File: src/rtl/fir_mode_sequencer.sv
// fir_mode_sequencer
// Switches the ADC path between raw bypass and the FIR low-pass path without
// glitches. While the FIR delay line fills (entering filter mode) or is
// flushed with midscale (leaving it), the displayed sample is frozen so no
// transient reaches the trigger/display. A minimum dwell time is enforced in
// each steady mode before another switch is honoured.
//
// Ports:
//   ad_clk      in   sole clock (ADC sample clock)
//   rst         in   synchronous reset, active-high
//   fir_req     in   requested mode level, 1 = filter, 0 = bypass
//   ad_data     in   raw ADC sample (unsigned, DATA_W)
//   filt_data   in   gain-compensated FIR output sample (unsigned, DATA_W)
//   fir_en      out  FIR enable, high in FILL, FILTER and DRAIN
//   fir_xin     out  FIR input sample, registered
//   ad_data_out out  sample forwarded to trigger/display, registered
//   busy        out  high in FILL or DRAIN
//   fir_active  out  high in FILTER
module fir_mode_sequencer #(
  parameter int DATA_W    = 8,
  parameter int FILL_CYC  = 40,
  parameter int DRAIN_CYC = 40,
  parameter int DWELL_CYC = 16,
  parameter int MIDSCALE  = 128
) (
  input  logic              ad_clk,
  input  logic              rst,
  input  logic              fir_req,
  input  logic [DATA_W-1:0] ad_data,
  input  logic [DATA_W-1:0] filt_data,
  output logic              fir_en,
  output logic [DATA_W-1:0] fir_xin,
  output logic [DATA_W-1:0] ad_data_out,
  output logic              busy,
  output logic              fir_active
);

  // One counter width covers fill, drain and dwell so none of them can wrap.
  localparam int MAX_FD  = (FILL_CYC > DRAIN_CYC) ? FILL_CYC : DRAIN_CYC;
  localparam int MAX_CYC = (MAX_FD > DWELL_CYC) ? MAX_FD : DWELL_CYC;
  localparam int CNT_W   = $clog2(MAX_CYC + 1);

  localparam logic [CNT_W-1:0]  FILL_LAST  = CNT_W'(FILL_CYC - 1);
  localparam logic [CNT_W-1:0]  DRAIN_LAST = CNT_W'(DRAIN_CYC - 1);
  localparam logic [CNT_W-1:0]  DWELL_LOAD = CNT_W'(DWELL_CYC);
  localparam logic [DATA_W-1:0] MID_VAL    = DATA_W'(MIDSCALE);

  typedef enum logic [1:0] {
    BYPASS = 2'd0,
    FILL   = 2'd1,
    FILTER = 2'd2,
    DRAIN  = 2'd3
  } state_t;

  state_t            state;
  logic [CNT_W-1:0]  cnt;
  logic [CNT_W-1:0]  dwell;
  logic [DATA_W-1:0] hold_reg;

  // Decrement that sticks at zero; zero means the dwell has expired.
  function automatic logic [CNT_W-1:0] sat_dec(input logic [CNT_W-1:0] v);
    return (v == '0) ? v : v - CNT_W'(1);
  endfunction

  always_ff @(posedge ad_clk) begin
    if (rst) begin
      state       <= BYPASS;
      cnt         <= '0;
      dwell       <= '0;
      hold_reg    <= '0;
      ad_data_out <= '0;
      fir_xin     <= '0;
    end else begin
      // Default dwell behaviour; a steady-state entry below overrides it.
      dwell <= sat_dec(dwell);
      case (state)
        BYPASS: begin
          ad_data_out <= ad_data;
          fir_xin     <= ad_data;
          if (fir_req && (dwell == '0)) begin
            state    <= FILL;
            cnt      <= '0;
            // Freeze on the very sample being shown this cycle.
            hold_reg <= ad_data;
          end
        end
        FILL: begin
          ad_data_out <= hold_reg;
          fir_xin     <= ad_data;
          cnt         <= cnt + CNT_W'(1);
          if (cnt == FILL_LAST) begin
            state <= FILTER;
            dwell <= DWELL_LOAD;
          end
        end
        FILTER: begin
          ad_data_out <= filt_data;
          fir_xin     <= ad_data;
          if (!fir_req && (dwell == '0)) begin
            state    <= DRAIN;
            cnt      <= '0;
            hold_reg <= filt_data;
          end
        end
        DRAIN: begin
          ad_data_out <= hold_reg;
          // Flush the delay line with midscale so the next fill starts clean.
          fir_xin     <= MID_VAL;
          cnt         <= cnt + CNT_W'(1);
          if (cnt == DRAIN_LAST) begin
            state <= BYPASS;
            dwell <= DWELL_LOAD;
          end
        end
        default: state <= BYPASS;
      endcase
    end
  end

  // Status decoded straight from the state register, no added latency.
  assign fir_en     = (state != BYPASS);
  assign busy       = (state == FILL) || (state == DRAIN);
  assign fir_active = (state == FILTER);

endmodule

File: config.mk
export PLATFORM = sky130hd
export DESIGN_NAME = fir_mode_sequencer
export DESIGN_NICKNAME = d
export VERILOG_FILES = /design/src/rtl/fir_mode_sequencer.sv
export SDC_FILE = /design/constraint.sdc
export NUM_CORES = 1
export LEC_CHECK = 0
export CAP_MARGIN = 40
export CORE_MARGIN = 4
export CORE_UTILIZATION = 45
export CTS_CLUSTER_SIZE = 8
export DETAILED_ROUTE_END_ITERATION = 7
export PLACE_DENSITY = 0.84
export SYNTH_ARGS = -nofsm -noshare
export SYNTH_HDL_FRONTEND = slang
export SYNTH_SLANG_ARGS = --single-unit
File: constraint.sdc
create_clock -name ad_clk -period 1.7 [get_ports ad_clk]
set_clock_uncertainty 0.1 [all_clocks]
set_input_delay 0.255 -clock ad_clk [delete_from_list [all_inputs] [get_ports ad_clk]]
set_output_delay 0.255 -clock ad_clk [all_outputs]
set_load 0.1 [all_outputs]
==> results of run 1 <==
metal layers:
| metal | global-route usage (%) | wire, um | up-vias | share of wire, % |
|---|---|---|---|---|
| li1 | - | - | 799 | - |
| met1 | 27.8 | 2800 | 900 | 37 |
| met2 | 46.3 | 3810 | 123 | 50 |
| met3 | 6.96 | 557 | 42 | 7.3 |
| met4 | 16.4 | 479 | 0 | 6.3 |
| met5 | 0 | 0 | - | 0 |
Yosys cell counts, drive strengths merged:
cell / n
a211oi: 9
a21boi: 1
a21oi: 7
a221oi: 8
a31oi: 1
and2: 7
and3b: 1
buf: 3
clkbuf: 5
dfxtp: 38
ha: 8
inv: 8
mux2i: 11
nand2: 4
nand2b: 1
nand3: 3
nand3b: 1
nand4: 1
nor2: 21
nor2b: 8
nor3: 11
nor3b: 2
nor4bb: 1
o211a: 1
o21a: 1
o21ai: 3
o21bai: 1
o31ai: 2
or2: 1
or3: 2
or3b: 1
or4: 2
xnor2: 4
xor2: 1
metrics by stage:
| stage | utilization (%) | setup TNS [ps] | total power, W | cell area, um2 | setup slack [ps] |
|---|---|---|---|---|---|
| final | 87.0 | -2910 | 0.00654 | 3190 | -308 |
| after global routing | 87.0 | -3480 | 0.00674 | 3190 | -295 |
| after CTS | 79.0 | -600 | 0.00565 | 2890 | -90.3 |
| after detailed placement | 68.4 | -2800 | 0.00431 | 2500 | -294 |
| after global placement | 68.4 | -2160 | 0.00421 | 2500 | -232 |
| after floorplan | - | -832 | 0.00328 | 1760 | -131 |
layout make-up:
class | count | area (um2) | area share (%)
multi-input cells | 126 | 1280 | 40.0
clock inverters | 2 | 12.5 | 0.393
well taps | 48 | 60.1 | 1.88
flip-flops and latches | 38 | 772 | 24.2
repair buffers | 78 | 948 | 29.8
inverters | 8 | 35.0 | 1.10
clock buffers | 6 | 82.6 | 2.59
cell families after synthesis:
group           Yosys count
compound gates           34
flops                    38
mux                      11
buf+inv                  16
xor+xnor                  5
simple gates             67
fa+ha+maj                 8
how the worst min path moves through the flow:
stage | start | end | slack [ps] | cells past startpoint
final | hold_reg[2] | hold_reg[2] | 450 | 2
after global routing | hold_reg[2] | hold_reg[2] | 470 | 2
after CTS | hold_reg[7] | hold_reg[7] | 390 | 2
after detailed placement | hold_reg[7] | hold_reg[7] | 390 | 2
after global placement | hold_reg[6] | hold_reg[6] | 380 | 2
after floorplan | ad_data[7] | fir_xin[7] | 270 | 2
report_power, final:
part / internal (W) / leakage [nW] / switching, W / total, W
Sequential: 0.00115 / 0.316 / 0.000295 / 0.00144
Clock: 0.000326 / 0.0472 / 0.000355 / 0.000682
Combinational: 0.00192 / 0.850 / 0.00250 / 0.00442
critical path, cell delays in order, from the launching register on:
cell	delay, ps
dfxtp_4	380
buf_6	120
ha_4	180
mux2i_4	260
a31oi_4	170
o31ai_1	510
a21oi_2	130
timing repair:
| action | 4_1_cts | 5_1_grt |
|---|---|---|
| resized for setup | 50 | 46 |
| pin swaps | 18 | 14 |
| cloned | 2 | 0 |
| buffers inserted | 5 | 11 |
| setup endpoints to repair | 26 | 31 |
| hold buffers | 0 | 0 |
==> impl_metrics.ini, run 1 <==
[worst_setup_path]
crit_type = reg -> reg
cp_data_required_time_ps = 1770
r2r_end = cnt[5]
cp-endpoint = cnt[5]
crit_fanout = 4
startpoint = state[1]
r2r-start = state[1]
arrival_ps = 2080
r2r_setup_slack_ps = -310
worstRegToRegCells = 6
worst_setup_path_end_kind = register
critPathLaunchType = register

[route]
routed_wl_um = 7650
wl_per_cell_um = 25.0
drt_iter0_markers = 160
viasPerCell = 6.09
vias = 1864
ant_nets = 0
drcViolationCount = 0
dr.pass1.iters = 4

[floorplanning]
io_pins = 38
rows = 22
chipHeight_um = 69.7
die_area_um2 = 4860
start_util_pct = 46.8
core_um2 = 3660
die_width_um = 69.7

[clock_network]
cts-root-buf = clkbuf_8
clock_sinks = 38
numCtsBuffers = 5
clk_pin_slew_ps = 90
clk_latency_ps = 310
cts_tree = yes
ctsLongestPathBuffers = 2
cts_max_level = 2

[sta]
layout_min_cycle_time_ps = 2010
final.period_utilization_pct = 118
hold_viol = 0
hold-worst-slack_ps = 449
slew_headroom_pct = 64.3
setup_viol_count_final = 23
worstMarginPinSlew_ps = 531
fmax_mhz = 498
rsz0062_at_grt = yes
maxSlewViolCount = 0
setup_ws_ps = -308

[final_layout]
fillers = 140
fin_nets = 284
final-instance-count-excl-fill = 306
final_common_cell = dfxtp_1
layout_common_cells = 33 x dfxtp_1, 32 x buf_4, 22 x buf_12
diodes = 0
area_delta_synth_final_pct = 85.9
drive_above_1_share_pct = 51.6

[grt]
grt_pass1_wl_um = 9910
grt_max_degree = 20
gr-total-overflow = 0
track_usage_pct = 26.4
grt_pass1_vias = 1937
antenna_found_initial = 0

[worst_hold_path]
hp-class = reg -> reg

[synthesis]
syn_area_um2 = 1710
synth_xor_area_share_pct = 2.55
synth-compound-area-share_pct = 14.5
synth_seq_area_share_pct = 44.4
syn-num-nets = 206
syn_avg_cell_area_um2 = 9.58
synth_top_area_share_pct = 44.4
synth_seq_cells = 38
synth_top_family_by_area = simple AND/OR/NAND/NOR gates
synth_top_cell_by_area = dfxtp_1
synth-adder-area-share_pct = 5.84
yosysWarnings = 0
synth-simple-area-share_pct = 21.8
synth.mux.area_fraction_pct = 6.42
synth_cell_types = 37
synth_cells = 179
synth.area.top_cells = dfxtp_1 44%, mux2i_1 6.4%, ha_1 5.8%

[placement]
gp_congestion = 0.820
port_buffers = 37
dpl.cell_count = 280
hpwl_um = 3070

[power_and_ir_drop]
p_leak_nw = 1.21
worst_ir_drop_vdd_uv = 1890
powerDensity_nw_per_um2 = 2050

[run_status]
violations = negative setup slack
status = complete, but fails checks

[flow_run]
cap_violations = 0
Note: power is estimated with default switching activity, not from simulation.
==> inputs of run 2 (changes only) <==
CELL_PAD_IN_SITES_DETAIL_PLACEMENT = 0   (was default)
CELL_PAD_IN_SITES_GLOBAL_PLACEMENT = 1   (was default)
CORE_UTILIZATION = 34   (was 45)
==> impl_metrics.ini, run 2 (same netlist as run 1, synthesis figures left out) <==
[run_status]
status = complete, but fails checks
violations = negative setup slack

[clock_network]
ctsLongestPathBuffers = 2
numCtsBuffers = 5
clock_sinks = 38
cts_tree = yes
clk_pin_slew_ps = 80
cts_max_level = 2
clk_latency_ps = 290
cts-root-buf = clkbuf_8

[worst_setup_path]
critPathLaunchType = register
crit_fanout = 3
cp_data_required_time_ps = 1340
cpPeakStageDelay_ps = 340
cp_slowest_cell = dfxtp_2
arrival_ps = 1450
crit_chain = buf_6 > ha_4 > or2_4 > buf_8 > buf_12
crit_type = reg -> out
worst_setup_path_end_kind = output port

[sta]
fmax_mhz = 555
final.period_utilization_pct = 106
setup_ws_ps = -100
setup_viol_count_final = 17
worstMarginPinSlew_ps = 395
tns_ps = -471
hold_viol = 0
rsz0062_at_grt = yes
slew_headroom_pct = 73.6
layout_min_cycle_time_ps = 1800
maxSlewViolCount = 0

[route]
wl_per_cell_um = 15.0
routed_wl_um = 4850
ant_nets = 0
drt_iter0_markers = 48
drcViolationCount = 0
viasPerCell = 5.01
dr.pass1.iters = 4
vias = 1622

[grt]
met1_usage_pct = 19.1
met3_usage_pct = 3.06
antenna_found_initial = 0
busiest_layer = met2
grt_pass1_wl_um = 7900
track_usage_pct = 15.9
grt_pass1_vias = 1636
met2_usage_pct = 28.7
gr-total-overflow = 0
grt_max_degree = 18

[floorplanning]
die_area_um2 = 6240
core_um2 = 4820
io_pins = 38
die_width_um = 79.0
rows = 25
start_util_pct = 35.6
chipHeight_um = 79.0

[worst_hold_path]
hp-class = reg -> reg

[final_layout]
drive_above_1_share_pct = 47.9
fin_nets = 283
final_common_cell = dfxtp_1
layout_common_cells = 34 x dfxtp_1, 29 x buf_4, 20 x buf_12
fillers = 374
area_delta_synth_final_pct = 80.9
diodes = 0
stdcell_area_um2 = 3100

[power_and_ir_drop]
worst_ir_drop_vdd_uv = 1540
powerDensity_nw_per_um2 = 1950
p_leak_nw = 1.19

[placement]
placed_cell_area_um2 = 2570
hpwl_um = 2870
pre_cts_ws_ps = -384
gp_congestion = 0.744
port_buffers = 37

[flow_run]
cap_violations = 0
## run 2: critical path: cells and delay by family, from the launching register on
kind                       cells  cell delay, ps
adders and majority gates      1             150
buffers and inverters          3             410
DFF                            1             340
and+or+nand+nor                1             250
## run 2: what timing repair did
item / CTS / global route
hold buffers: 0 / 0
pin swaps: 17 / 6
cloned: 2 / 0
setup endpoints to repair: 28 / 30
gates resized for setup: 55 / 21
setup buffers: 7 / 2
## run 2: path summary, 6_finish.rpt
path / start / cells past startpoint / slack [ps] / end
setup / recovery: state[1] / 5 / -100 / busy
hold / removal: hold_reg[7] / 2 / 430 / hold_reg[7]
setup reg to reg: state[1] / 8 / -60 / hold_reg[6]
hold reg to reg: hold_reg[7] / 2 / 430 / hold_reg[7]
## run 2: routing by layer
metal	part of all wire, %	routed length, um	vias up
met4	1.3	65	0
met5	0	0	-
li1	-	-	792
met2	53	2590	35
met3	3.5	171	6
met1	42	2020	789
## run 2: through the flow
step / total power [W] / hold slack, ps / util, % / cells
after floorplan: 0.00328 / 271 / - / 179
after global placement: 0.00432 / 381 / 53.4 / 305
after detailed placement: 0.00437 / 385 / 53.4 / 305
after CTS: 0.00580 / 411 / 62.3 / 322
after global routing: 0.00639 / 448 / 64.4 / 324
final: 0.00606 / 430 / 64.4 / 324
## run 2: power breakdown
| group | switching (W) | leakage [nW] | internal, W | total (W) |
|---|---|---|---|---|
| combinational | 0.00217 | 0.831 | 0.00187 | 0.00404 |
| clock | 0.000331 | 0.0472 | 0.000326 | 0.000657 |
| sequential | 0.000214 | 0.315 | 0.00114 | 0.00136 |
| total | 0.00271 | 1.19 | 0.00334 | 0.00606 |
## run 2: final cells by class
cell class	instances	area, um2	share of cell area (%)
clock buffers	6	82.6	2.66
clock inverters	2	12.5	0.403
inverters	8	30.0	0.968
multi-input cells	126	1200	38.6
flip-flops and latches	38	766	24.7
well taps	67	83.8	2.70
repair buffers	77	930	30.0
